`src/rtl/sw_debounce.sv`:
```
// Switch conditioner: per-channel synchroniser and stability-counter debounce,
// with a clean level output plus one-cycle rise/fall/changed event pulses.
module sw_debounce #(
    parameter int unsigned SW_NUM          = 3,
    parameter int unsigned SYNC_STAGES     = 2,
    parameter int unsigned DEBOUNCE_CYCLES = 8
) (
    input  logic              clk,
    input  logic              resetn,
    input  logic [SW_NUM-1:0] sw_raw,
    output logic [SW_NUM-1:0] sw_db,
    output logic [SW_NUM-1:0] sw_rise,
    output logic [SW_NUM-1:0] sw_fall,
    output logic              sw_changed
);

    localparam int unsigned     CNT_W    = $clog2(DEBOUNCE_CYCLES + 1);
    localparam logic [CNT_W-1:0] CNT_LAST = CNT_W'(DEBOUNCE_CYCLES - 1);

    typedef enum logic {
        ST_STABLE,
        ST_COUNTING
    } state_t;

    logic [SW_NUM-1:0] sync_q [SYNC_STAGES];
    logic [SW_NUM-1:0] s;

    state_t            state_q [SW_NUM];
    state_t            state_d [SW_NUM];
    logic [CNT_W-1:0]  cnt_q   [SW_NUM];
    logic [CNT_W-1:0]  cnt_d   [SW_NUM];
    logic [SW_NUM-1:0] db_d;
    logic [SW_NUM-1:0] rise_d;
    logic [SW_NUM-1:0] fall_d;

    assign s = sync_q[SYNC_STAGES-1];

    // Metastability synchroniser chain, one flop column per stage.
    always_ff @(posedge clk or posedge resetn) begin
        if (resetn) begin
            for (int unsigned k = 0; k < SYNC_STAGES; k++) begin
                sync_q[k] <= '0;
            end
        end else begin
            sync_q[0] <= sw_raw;
            for (int unsigned k = 1; k < SYNC_STAGES; k++) begin
                sync_q[k] <= sync_q[k-1];
            end
        end
    end

    // Per-channel state, counter and registered outputs.
    always_ff @(posedge clk or posedge resetn) begin
        if (resetn) begin
            for (int unsigned i = 0; i < SW_NUM; i++) begin
                state_q[i] <= ST_STABLE;
                cnt_q[i]   <= '0;
            end
            sw_db      <= '0;
            sw_rise    <= '0;
            sw_fall    <= '0;
            sw_changed <= 1'b0;
        end else begin
            for (int unsigned i = 0; i < SW_NUM; i++) begin
                state_q[i] <= state_d[i];
                cnt_q[i]   <= cnt_d[i];
            end
            sw_db      <= db_d;
            sw_rise    <= rise_d;
            sw_fall    <= fall_d;
            sw_changed <= |(rise_d | fall_d);
        end
    end

    // Next-state: a channel commits once the synchronised level has differed
    // from the output for DEBOUNCE_CYCLES consecutive edges.
    always_comb begin
        state_d = state_q;
        cnt_d   = cnt_q;
        db_d    = sw_db;
        rise_d  = '0;
        fall_d  = '0;
        for (int unsigned i = 0; i < SW_NUM; i++) begin
            case (state_q[i])
                ST_STABLE: begin
                    cnt_d[i] = '0;
                    if (s[i] != sw_db[i]) begin
                        if (DEBOUNCE_CYCLES == 1) begin
                            db_d[i]   = s[i];
                            rise_d[i] = s[i];
                            fall_d[i] = ~s[i];
                        end else begin
                            state_d[i] = ST_COUNTING;
                            cnt_d[i]   = CNT_W'(1);
                        end
                    end
                end
                ST_COUNTING: begin
                    if (s[i] == sw_db[i]) begin
                        state_d[i] = ST_STABLE;
                        cnt_d[i]   = '0;
                    end else if (cnt_q[i] == CNT_LAST) begin
                        state_d[i] = ST_STABLE;
                        cnt_d[i]   = '0;
                        db_d[i]    = s[i];
                        rise_d[i]  = s[i];
                        fall_d[i]  = ~s[i];
                    end else begin
                        cnt_d[i] = cnt_q[i] + CNT_W'(1);
                    end
                end
                default: begin
                    state_d[i] = ST_STABLE;
                    cnt_d[i]   = '0;
                end
            endcase
        end
    end

endmodule

```
`config.mk`:
```
export PLATFORM = sky130hd
export DESIGN_NAME = sw_debounce
export DESIGN_NICKNAME = d
export VERILOG_FILES = /design/src/rtl/sw_debounce.sv
export SDC_FILE = /design/constraint.sdc
export NUM_CORES = 1
export LEC_CHECK = 0
export CAP_MARGIN = 20
export CORE_MARGIN = 2
export CORE_UTILIZATION = 50
export CTS_CLUSTER_DIAMETER = 150
export DETAILED_ROUTE_END_ITERATION = 10
export GPL_TIMING_DRIVEN = 1
export PLACE_DENSITY = 0.76
export SYNTH_ARGS = -nofsm -noshare
export SYNTH_HDL_FRONTEND = slang
export SYNTH_SLANG_ARGS = --single-unit
export TNS_END_PERCENT = 30
```
`constraint.sdc`:
```
create_clock -name clk -period 1.75 [get_ports clk]
set_clock_uncertainty 0.15 [all_clocks]
set_input_delay 0.35 -clock clk [delete_from_list [all_inputs] [get_ports clk]]
set_output_delay 0.35 -clock clk [all_outputs]
set_load 0.05 [all_outputs]
```
-- After elaboration in Yosys (flattened, before gate mapping)
Index checks and enable logic that the tools add are counted.
- bits in registers: 31
- bits of input ports: 5
- output and inout port bits: 10
- logic and storage cells: 82
- $add $sub $neg: 3
- equal/unequal tests: 9
- mux-type cells: 42
- bitwise logic cells: 10
- reduce and logical (&&, ||, !) cells: 4
- operators by type and width (operator ; number):
    $mux 1 ; 30
    $mux 4 ; 6
    $pmux 4 s2 ; 3
    $add 4x1->4 const B ; 3
    $eq 4x3->1 const B ; 3
    $not 1->1 ; 9
    $reduce_and 3->1 ; 3
    $pmux 1 s2 ; 3
    $eq 1x1->1 ; 3
    $ne 1x1->1 ; 3
    $or 3x3->3 ; 1
    $reduce_or 3->1 ; 1

-- Depth between registers and ports, before layout
Gate-level depths: netlist of the first run.
- depth after elaboration: 6
- depth in mapped cells: 4
- mapped depth without buffers: 4

-- Least setup slack after synthesis of the first run
OpenSTA, ideal clock, no wires.
- kind: reg2reg
- from: register cnt_q[4] (netlist name)
- to: register sw_db[1]
- setup time: 125 ps
- arrival: 1141 ps
- data required time: 1475 ps
- path slack: 334 ps
- cell stages (with the launch flop): 4
- buffers on the path: 0
- clock period less this slack: 1416 ps
- path through: dfrtp_1 -> ha_1 -> and4b_1 -> mux2_4
- word-level cells in the longest chain between the ends: 2
- ends and longest elaborated chain (item ; line ; RTL):
    from (decl) ; 30 ; logic [CNT_W-1:0] cnt_q [SW_NUM];
    from (signal, indexed assignment) ; 66 ; cnt_q[i] <= cnt_d[i];
    $eq 4x3->1 ; 102 ; end else if (cnt_q[i] == CNT_LAST) begin
    $reduce_and 3->1 (no line) ; - ;
    to (signal assigned) ; 59 ; sw_db <= '0;
    to (signal assigned) ; 68 ; sw_db <= db_d;
    to (decl) ; 11 ; output logic [SW_NUM-1:0] sw_db,
No other way between the ends.
A chain may end at the register's enable or synchronous reset.

-- Worst setup path after layout of the first run
- from: register cnt_q[8] (netlist name)
- to: register sw_db[0]
Same word-level chain as after synthesis.

==> results of run 1 <==
==> worst paths after layout <==
path                                          start                    to  cells past startpoint
worst max-delay path             cnt_q[8]$_DFF_PP0_  sw_db[0]$_DFFE_PP0P_                      3
worst min-delay path            sync_q[5]$_DFF_PP0_        s[2]$_DFF_PP0_                      0
worst max register to register   cnt_q[8]$_DFF_PP0_  sw_db[0]$_DFFE_PP0P_                      3
worst min register to register  sync_q[5]$_DFF_PP0_        s[2]$_DFF_PP0_                      0
max in group asynchronous                    resetn    cnt_q[3]$_DFF_PP0_                      3
min in group asynchronous                    resetn  sw_rise[1]$_DFF_PP0_                      3
==> kinds of logic (layout without fill, tap and decap cells) <==
group / after synthesis / count (layout) / share of synthesized area (%)
AO/OA/AOI/OAI: 6 / 6 / 3.16
XOR/XNOR: 9 / 9 / 6.63
adder cells (fa/ha/maj): 3 / 3 / 3.16
buffers and inverters: 1 / 24 / 0.315
flip-flops: 31 / 31 / 65.3
multiplexers: 6 / 6 / 6.32
AND/OR/NAND/NOR: 37 / 37 / 15.2
==> state kept, by name (all words and copies together), names as in the netlist <==
signal and count:
sw_rise 3, sw_db 3, sw_fall 3, sw_changed 1
s 3, cnt_q 12, state_q 3, sync_q 3
==> power groups by stage <==
| stage | Combinational (mW) | Clock, mW | Sequential, mW |
|---|---|---|---|
| floorplan | 0.0405 | 0 | 0.766 |
| global placement | 0.0644 | 0 | 0.767 |
| detailed placement | 0.0662 | 0 | 0.769 |
| CTS | 0.0667 | 0.391 | 0.755 |
| global route | 0.0759 | 0.418 | 0.758 |
| finish | 0.0650 | 0.379 | 0.755 |
==> final cells by class <==
| type | instances | area [um2] |
|---|---|---|
| fillers | 170 | 800 |
| flip-flops and latches | 31 | 776 |
| multi-input cells | 61 | 409 |
| repair buffers | 15 | 160 |
| clock buffers | 7 | 45.0 |
| well taps | 28 | 35.0 |
| clock inverters | 1 | 5.00 |
| inverters | 1 | 3.75 |
==> stage by stage <==
step	worst slack (ns)	utilization [%]	instances	hold WS [ns]	total power [mW]
floorplan	0.334	-	93	0.181	0.807
global placement	0.306	62.0	136	0.186	0.831
detailed placement	0.264	62.0	136	0.185	0.835
CTS	0.238	64.2	144	0.204	1.21
global route	0.134	64.2	144	0.208	1.25
finish	0.248	64.2	144	0.200	1.20
==> critical path, delay by kind of cell (launching register included) <==
kind,cells,cell delay [ns]
adders and majority gates,1,0.22
DFF,1,0.39
muxes,1,0.32
and+or+nand+nor,1,0.31
==> layer usage <==
layer	GRT usage (%)	vias to the layer above	wire length (um)
met2	27.5	13	913
met4	10.3	0	37
met1	22.2	365	814
li1	-	361	-
met3	5.14	4	69
met5	0	-	0
==> cell usage in the layout, fill, tap and decap left out, drive strengths merged <==
cell type,instances
nand2,9
ha,3
xor2,3
xnor2,6
clkdlybuf4s50,4
mux2,3
nor2,15
and3,6
clkinv,1
a21oi,3
dfrtp,31
buf,11
and4b,3
o21bai,3
mux2i,3
clkbuf,7
nand3,4
inv,1
==> summary.txt, run 1 <==
Outcome
  • Status: complete, no violations

CTS
  • Worst-Skew Late Latency: 0.32 ns
  • Post-CTS setup buffer count: 0
  • Resized Gates After CTS: 0
  • CTS buffer count: 5
  • CTS tree: done
  • CTS Buffer Depth: 2
  • H-tree depth: 2
  • Clock transition at path regs: 0.09 ns
  • Clock root buffer: clkbuf_4
  • # hold bufs at CTS: 0
  • Sink Count: 31

Pwr
  • Part of the power in registers: 63.0%
  • Pwr Density: 836 nW/um2
  • Net Switching: 0.276 mW
  • Clock Power Share: 31.6%
  • Static Leak: 0.724 nW
  • Net Sw Frac: 23.0%
  • P_int: 0.923 mW
  • Comb pwr share: 5.4%
  • Worst VDD drop: 0.663 mV

Min path
  • Hold Crit Class: reg2reg

Critical path
  • Crit-path cells: ha_1 > and4b_1 > mux2_4
  • CP Class: reg2reg
  • FF-to-FF setup slack: 0.25 ns
  • CP endpoint kind: register
  • Maximum fanout along the worst path: 4
  • Slowest cell on crit path: dfrtp_1
  • Critical path launch point type: register
  • Crit-path max cell delay: 0.39 ns
  • Worst EP arrival: 1.56 ns
  • Required @ worst endpoint: 1.81 ns

Yosys
  • Synthesis warning total: 0
  • Post-Syn Instances: 93
  • Top-area cell type share of the netlist area: 65.3%
  • Top cells by count, synth: dfrtp_1 (31), nor2_1 (15), nand2_1 (9)
  • #FFs+latches synth: 31
  • EDFF count, synth: 0
  • Synth area leader: dfrtp_1
  • Syn Area/Cell: 12.8 um2
  • Synthesized Nets: 101
  • Async set or reset register ratio after synthesis: 100%
  • Unique cell type count in the Yosys netlist: 15
  • Main synth FF type: dfrtp_1
  • Register area share after synthesis: 65.3%
  • Synth area leaders: dfrtp_1 (65%), nor2_1 (4.7%), xnor2_1 (4.4%)
  • Cell area after synthesis: 1190 um2
  • Count leader, synth: dfrtp_1

Global route
  • First-pass GRT wire length: 3370 um
  • Vias in the first global route: 791
  • Largest net degree at the start of global routing: 32
  • Initial antenna violation count: 0
  • Total gr overflow: 0
  • Gr usage total: 17.8%

Final layout
  • Layout cells sized above 1: 19.0%
  • Area grow syn2layout: 20.6%
  • Nets: 123
  • N_diodes: 0
  • Fin area: 1430 um2

Place
  • Placed cell areas: 1380 um2
  • GPL Wtd Cong: 0.815
  • HPWL after DPL: 1320 um
  • # port buffers: 14

Route
  • WL/cell: 12.7 um
  • Routed WL: 1830 um
  • Iteration-0 DRC Markers: 11
  • DR pass1 iterations: 2
  • Vias per cell: 5.16
  • Number of nets with antenna violations after routing: 0
  • Vias: 743
  • DRC viols: 0

Timing
  • Fin crit period: 1.50 ns
  • Final hold vios: 0
  • Max-slew headroom: 74.9%
  • Final Setup Violations: 0
  • Fin crit share: 85.9%
  • Final max-slew violation count: 0
  • Tightest Pin Transition: 0.376 ns
  • RSZ-0062 raised after global routing: no
  • Max frequency: 666 MHz
  • Setup total negative slack: 0 ns

Floorplanning
  • Die H: 52.8 um
  • DIE WIDTH: 52.8 um
  • Initial Util: 53.2%
  • Ports: 15
  • Core Rows: 17
  • Core area: 2230 um2
  • Die area: 2780 um2

Run
  • Number of max-cap violations: 0
(Power assumes the default switching activity.)
==> run 2: changes to the inputs <==
ABC_AREA = 1   (was default)
CORE_ASPECT_RATIO = 1.2   (was default)
==> run 2 against run 1 <==
Core utilization shrank 1.1 points. Critical endpoint is now sw_db[0]. Highest routed layer unchanged. Global-route usage grew 0.66 points. Worst setup slack gained 0.037 ns. First-iteration DRC count grew 82%. Critical path depth shrank 2. Critical path type is now reg2out. Sequential power is essentially flat. Clock power grew 24%. Sequential share of layout area shrank 4.5 points. Via count grew 24%. Fmax grew 2.5%. Die area grew 7.2%. Total power grew 8.5%.
==> summary.txt, run 2 <==
Route
  • Number of nets with antenna violations after routing: 0 (unchanged)
  • Routed WL: 2210 um (was 1830 um)
  • WL/cell: 11.7 um (was 12.7 um)
  • Vias: 924 (was 743)
  • DRC viols: 0 (unchanged)
  • Vias per cell: 4.91 (was 5.16)
  • Iteration-0 DRC Markers: 20 (was 11)
  • DR pass1 iterations: 4 (was 2)

Yosys
  • EDFF count, synth: 0 (unchanged)
  • Main synth FF type: dfrtp_1 (unchanged)
  • Syn Area/Cell: 9.70 um2 (was 12.8 um2)
  • Synthesized Nets: 140 (was 101)
  • Cell area after synthesis: 1280 um2 (was 1190 um2)
  • Post-Syn Instances: 132 (was 93)
  • Count leader, synth: dfrtp_1 (unchanged)
  • Synthesis warning total: 0 (unchanged)
  • Top-area cell type share of the netlist area: 60.6% (was 65.3%)
  • Unique cell type count in the Yosys netlist: 12 (was 15)
  • Synth area leader: dfrtp_1 (unchanged)
  • Top cells by count, synth: dfrtp_1 (31), nand2_1 (30), inv_1 (25) (was dfrtp_1 (31), nor2_1 (15), nand2_1 (9))
  • Async set or reset register ratio after synthesis: 100% (unchanged)
  • #FFs+latches synth: 31 (unchanged)
  • Synth area leaders: dfrtp_1 (61%), nand2_1 (8.8%), inv_1 (7.3%) (was dfrtp_1 (65%), nor2_1 (4.7%), xnor2_1 (4.4%))
  • Register area share after synthesis: 60.6% (was 65.3%)

Place
  • GPL Wtd Cong: 0.832 (was 0.815)
  • Placement Setup Slack: 0.437 ns (was 0.264 ns)
  • # port buffers: 14 (unchanged)
  • HPWL after DPL: 1650 um (was 1320 um)

Timing
  • RSZ-0062 raised after global routing: no (unchanged)
  • Max frequency: 682 MHz (was 666 MHz)
  • Max-slew headroom: 80.4% (was 74.9%)
  • Fin crit period: 1.47 ns (was 1.50 ns)
  • Setup total negative slack: 0 ns (unchanged)
  • Final max-slew violation count: 0 (unchanged)
  • Fin crit share: 83.8% (was 85.9%)
  • Final hold vios: 0 (unchanged)
  • Min Hold Slack: 0.115 ns (was 0.200 ns)
  • Final Setup Violations: 0 (unchanged)
  • Tightest Pin Transition: 0.294 ns (was 0.376 ns)
  • Final WS setup: 0.284 ns (was 0.248 ns)

Global route
  • Grt met2 use: 29.1% (was 27.5%)
  • Initial antenna violation count: 0 (unchanged)
  • GR Util met1: 20.6% (was 22.2%)
  • Vias in the first global route: 894 (was 791)
  • Total gr overflow: 0 (unchanged)
  • Met3 usage: 7.07% (was 5.14%)
  • GRT busiest layer: met2 (unchanged)
  • Gr usage total: 18.5% (was 17.8%)
  • Largest net degree at the start of global routing: 26 (was 32)
  • First-pass GRT wire length: 3870 um (was 3370 um)

Pwr
  • Net Switching: 0.298 mW (was 0.276 mW)
  • P_int: 1.00 mW (was 0.923 mW)
  • Net Sw Frac: 22.9% (was 23.0%)
  • Static Leak: 0.843 nW (was 0.724 nW)
  • Pwr Density: 832 nW/um2 (was 836 nW/um2)
  • Part of the power in registers: 58.2% (was 63.0%)
  • Comb pwr share: 5.6% (was 5.4%)
  • Clock Power Share: 36.2% (was 31.6%)
  • Worst VDD drop: 0.607 mV (was 0.663 mV)

CTS
  • Worst-Skew Late Latency: 0.33 ns (was 0.32 ns)
  • Sink Count: 31 (unchanged)
  • Clock root buffer: clkbuf_4 (unchanged)
  • # hold bufs at CTS: 0 (unchanged)
  • CTS tree: done (unchanged)
  • CTS Buffer Depth: 2 (unchanged)
  • Post-CTS setup buffer count: 0 (unchanged)
  • CTS buffer count: 5 (unchanged)
  • Resized Gates After CTS: 0 (unchanged)
  • H-tree depth: 2 (unchanged)
  • Clock transition at path regs: 0.10 ns (was 0.09 ns)

Critical path
  • Crit-path max cell delay: 0.45 ns (was 0.39 ns)
  • Worst EP arrival: 0.97 ns (was 1.56 ns)
  • Crit path from: sw_db[0]$_DFFE_PP0P_ (was cnt_q[8]$_DFF_PP0_)
  • CP Class: reg2out (was reg2reg)
  • Crit-path cells: buf_12 (was ha_1 > and4b_1 > mux2_4)
  • Critical path's top delay family: flip-flops (unchanged)
  • Maximum fanout along the worst path: 4 (unchanged)
  • Critical path launch point type: register (unchanged)
  • CP endpoint kind: primary output (was register)
  • WP buf/inv: 1 (was 0)
  • Required @ worst endpoint: 1.25 ns (was 1.81 ns)
  • Slowest cell on crit path: dfrtp_1 (unchanged)
  • Worst flop-to-flop path startpoint: cnt_q[0]$_DFF_PP0_ (was cnt_q[8]$_DFF_PP0_)

Final layout
  • Nets: 162 (was 123)
  • Most frequent cells in the layout: dfrtp_1 (31), nand2_1 (30), inv_1 (25) (was dfrtp_1 (31), nor2_1 (15), nand2_1 (9))
  • Layout cells sized above 1: 19.4% (was 19.0%)
  • Fillcell total: 201 (was 170)
  • N_diodes: 0 (unchanged)
  • Largest Register: cnt_q (unchanged)
  • Core Util, Final: 63.1% (was 64.2%)
  • Area grow syn2layout: 22.1% (was 20.6%)
  • Largest register FFs: 12 (unchanged)
  • Most common cell after layout, fill and taps aside: dfrtp_1 (unchanged)

Run
  • Number of max-cap violations: 0 (unchanged)

Floorplanning
  • Die area: 2980 um2 (was 2780 um2)
  • Ports: 15 (unchanged)
  • Core area: 2480 um2 (was 2230 um2)
  • Die H: 59.4 um (was 52.8 um)
  • Core Rows: 20 (was 17)
  • DIE WIDTH: 50.2 um (was 52.8 um)
  • Initial Util: 51.7% (was 53.2%)

Outcome
  • Status: complete, no violations (unchanged)

Min path
  • Hold Crit Class: in2async (was reg2reg)
run 2: cell families (layout without fill, tap and decap cells):
| logic type | after synthesis | count (layout) | synth area share, % |
|---|---|---|---|
| AO/OA/AOI/OAI | 6 | 6 | 2.35 |
| adder cells (fa/ha/maj) | 3 | 3 | 2.93 |
| buffers and inverters | 25 | 48 | 7.33 |
| flip-flops | 31 | 31 | 60.6 |
| AND/OR/NAND/NOR | 67 | 67 | 26.8 |
run 2: power groups by stage:
stage | sequential (mW) | combinational [mW] | clock, mW
finish | 0.757 | 0.0729 | 0.471
global route | 0.761 | 0.0863 | 0.513
CTS | 0.757 | 0.0749 | 0.483
detailed placement | 0.772 | 0.0746 | 0
global placement | 0.769 | 0.0722 | 0
floorplan | 0.769 | 0.0442 | 0
run 2: final cells by class:
| type | count | area (um2) | area share [%] |
|---|---|---|---|
| clock buffers | 8 | 68.8 | 4.40 |
| inverters | 25 | 93.8 | 6.00 |
| multi-input cells | 76 | 410 | 26.3 |
| flip-flops and latches | 31 | 776 | 49.6 |
| well taps | 33 | 41.3 | 2.64 |
| repair buffers | 15 | 173 | 11.0 |
run 2: worst paths after layout:
path	depth (start not counted)	to	slack (ns)
max in group asynchronous	3	cnt_q[8]$_DFF_PP0_	0.93
setup / recovery	1	sw_db[0]	0.28
hold reg to reg	0	s[0]$_DFF_PP0_	0.21
min in group clk	0	s[0]$_DFF_PP0_	0.21
setup reg to reg	6	sw_db[2]$_DFFE_PP0P_	0.43
hold / removal	2	sync_q[3]$_DFF_PP0_	0.12
run 2: per-stage QoR:
stage	std cells	power (mW)	area, um2
final	188	1.30	1560
after global routing	188	1.36	1560
after CTS	188	1.32	1560
after detailed placement	180	0.846	1490
after global placement	180	0.842	1490
after floorplan	132	0.813	1280
run 2: per-layer routing:
layer	part of all wire [%]	vias up
met5	0	-
met4	2.6	0
met3	5.6	6
met2	52	24
met1	40	438
li1	-	456
==> run 3: changes to the inputs <==
CORE_UTILIZATION = 48   (was 50)
clock period = 1.25 ns   (was 1.75 ns; I/O delays follow)
==> run 3 against run 2 <==
The run now ends with setup timing left. Largest cell class unchanged. Non-clock buffer count increased by 6. Global-route usage decreased by 0.39 points. Sequential power rose by 40%.
==> summary.txt, run 3 (same netlist as run 2, synthesis figures left out) <==
Floorplanning
  • Core area: 2530 um2 (was 2480 um2)
  • Die area: 3100 um2 (was 2980 um2)
  • Initial Util: 50.6% (was 51.7%)
  • DIE WIDTH: 51.1 um (was 50.2 um)
  • Die H: 60.6 um (was 59.4 um)
  • Ports: 15 (unchanged)
  • Core Rows: 20 (unchanged)

Place
  • GPL Wtd Cong: 0.746 (was 0.832)
  • Placed cell areas: 1610 um2 (was 1490 um2)
  • # port buffers: 14 (unchanged)
  • HPWL after DPL: 1540 um (was 1650 um)

Final layout
  • Layout cells sized above 1: 35.4% (was 19.4%)
  • Fillcell total: 173 (was 201)
  • Most common cell after layout, fill and taps aside: dfrtp_1 (unchanged)
  • Nets: 168 (was 162)
  • Largest register FFs: 12 (unchanged)
  • Largest Register: cnt_q (unchanged)
  • Fin area: 1780 um2 (was 1560 um2)
  • Most frequent cells in the layout: dfrtp_1 (28), nand2_1 (23), inv_1 (22) (was dfrtp_1 (31), nand2_1 (30), inv_1 (25))
  • Area grow syn2layout: 39.1% (was 22.1%)
  • N_diodes: 0 (unchanged)

Critical path
  • WP buf/inv: 1 (unchanged)
  • Critical path launch point type: register (unchanged)
  • Slowest cell on crit path: dfrtp_2 (was dfrtp_1)
  • Critical path's top delay family: flip-flops (unchanged)
  • CP Class: reg2out (unchanged)
  • Maximum fanout along the worst path: 2 (was 4)
  • Worst EP arrival: 0.94 ns (was 0.97 ns)
  • Crit-path max cell delay: 0.45 ns (about the same)
  • CP endpoint kind: primary output (unchanged)
  • Required @ worst endpoint: 0.85 ns (was 1.25 ns)
  • Crit-path cells: buf_12 (unchanged)

Run
  • Number of max-cap violations: 0 (unchanged)

Pwr
  • Part of the power in registers: 60.7% (was 58.2%)
  • Net Sw Frac: 25.0% (was 22.9%)
  • Static Leak: 0.907 nW (was 0.843 nW)
  • Worst VDD drop: 0.754 mV (was 0.607 mV)
  • Tot Pwr: 1.75 mW (was 1.30 mW)
  • P_int: 1.31 mW (was 1.00 mW)
  • Pwr Density: 981 nW/um2 (was 832 nW/um2)
  • Comb pwr share: 7.7% (was 5.6%)
  • Net Switching: 0.436 mW (was 0.298 mW)
  • Clock Power Share: 31.5% (was 36.2%)

CTS
  • CTS Buffer Depth: 2 (unchanged)
  • Clock transition at path regs: 0.09 ns (was 0.10 ns)
  • Worst-Skew Late Latency: 0.34 ns (was 0.33 ns)
  • CTS tree: done (unchanged)
  • Clock root buffer: clkbuf_4 (unchanged)
  • CTS buffer count: 5 (unchanged)
  • Sink Count: 31 (unchanged)
  • H-tree depth: 2 (unchanged)

Global route
  • Initial antenna violation count: 0 (unchanged)
  • Total gr overflow: 0 (unchanged)
  • Gr usage total: 18.1% (was 18.5%)
  • Vias in the first global route: 1,001 (was 894)
  • First-pass GRT wire length: 3950 um (was 3870 um)
  • Largest net degree at the start of global routing: 32 (was 26)

Route
  • Routed WL: 2230 um (was 2210 um)
  • Number of nets with antenna violations after routing: 0 (unchanged)
  • Vias: 950 (was 924)
  • DRC viols: 0 (unchanged)
  • DR pass1 iterations: 4 (unchanged)
  • Vias per cell: 4.90 (was 4.91)
  • WL/cell: 11.5 um (was 11.7 um)
  • Iteration-0 DRC Markers: 22 (was 20)

Outcome
  • Status: finished, violations left (was complete, no violations)
  • Failing checks: setup timing

Timing
  • Final max-slew violation count: 0 (unchanged)
  • RSZ-0062 raised after global routing: yes (was no)
  • Final Setup Violations: 15 (was 0)
  • Fin crit period: 1.34 ns
  • Final hold vios: 0 (unchanged)
  • Tightest Pin Transition: 0.315 ns (was 0.294 ns)
  • Max-slew headroom: 79.0% (was 80.4%)
  • Fin crit share: 107%
  • Final WS setup: -0.0908 ns (was 0.284 ns)
  • Max frequency: 746 MHz

Min path
  • Hold Crit Class: in2async (unchanged)
## run 3: cell count changes in the layout (fill, tap and decap cells not counted), sizes merged
| cell | change |
|---|---|
| buf | +6 |
| clkbuf | -1 |
| clkinv | +1 |
## run 3: repair_timing
item / 4_1_cts / 5_1_grt
setup endpoints to repair: 16 / 29
setup buffers: 2 / 1
hold buffers: 0 / 0
pin swaps: 0 / 7
resized for setup: 6 / 23
## run 3: worst paths after layout
check / startpoint / endpoint / slack, ns / cells after the start
setup / recovery: sw_db[0]$_DFFE_PP0P_ / sw_db[0] / -0.09 / 1
hold / removal: resetn / sw_fall[2]$_DFF_PP0_ / 0.09 / 3
setup reg to reg: cnt_q[9]$_DFF_PP0_ / sw_db[0]$_DFFE_PP0P_ / -0.05 / 6
hold reg to reg: sync_q[4]$_DFF_PP0_ / s[1]$_DFF_PP0_ / 0.21 / 0
max in group asynchronous: resetn / sw_db[1]$_DFFE_PP0P_ / 0.69 / 3
min in group clk: sw_raw[1] / sync_q[4]$_DFF_PP0_ / 0.19 / 1
## run 3: metrics by stage
stage               instances  utilization (%)  setup WS [ns]  TNS, ns  hold WS [ns]
floorplan                 132                -         0.0308        0         0.131
global placement          183             63.6         0.0290        0         0.183
detailed placement        183             63.6        -0.0462   -0.106         0.187
CTS                       193             66.8         -0.108   -0.880        0.0882
global route              194             70.4         -0.130    -1.54         0.124
finish                    194             70.4        -0.0908   -0.751        0.0945
## run 3: power by group through the flow
stage               Clock, mW  Combinational, mW  Sequential (mW)
finish                  0.551              0.135             1.06
global route            0.609              0.157             1.07
CTS                     0.575              0.124             1.06
detailed placement          0              0.118             1.08
global placement            0              0.113             1.07
floorplan                   0             0.0618             1.08
## run 3: layout make-up
type	count	area, um2	area share [%]
clock inverters	1	5.00	0.281
inverters	25	96.3	5.41
clock buffers	7	45.0	2.53
repair buffers	21	313	17.6
flip-flops and latches	31	779	43.8
well taps	33	41.3	2.32
multi-input cells	76	500	28.1
## run 3: metal layers
layer,wire [um],track usage [%],vias up
met5,0,0,-
met1,848,18.0,454
met3,96,8.13,9
li1,-,-,468
met4,72,11.2,0
met2,1210,31.0,19
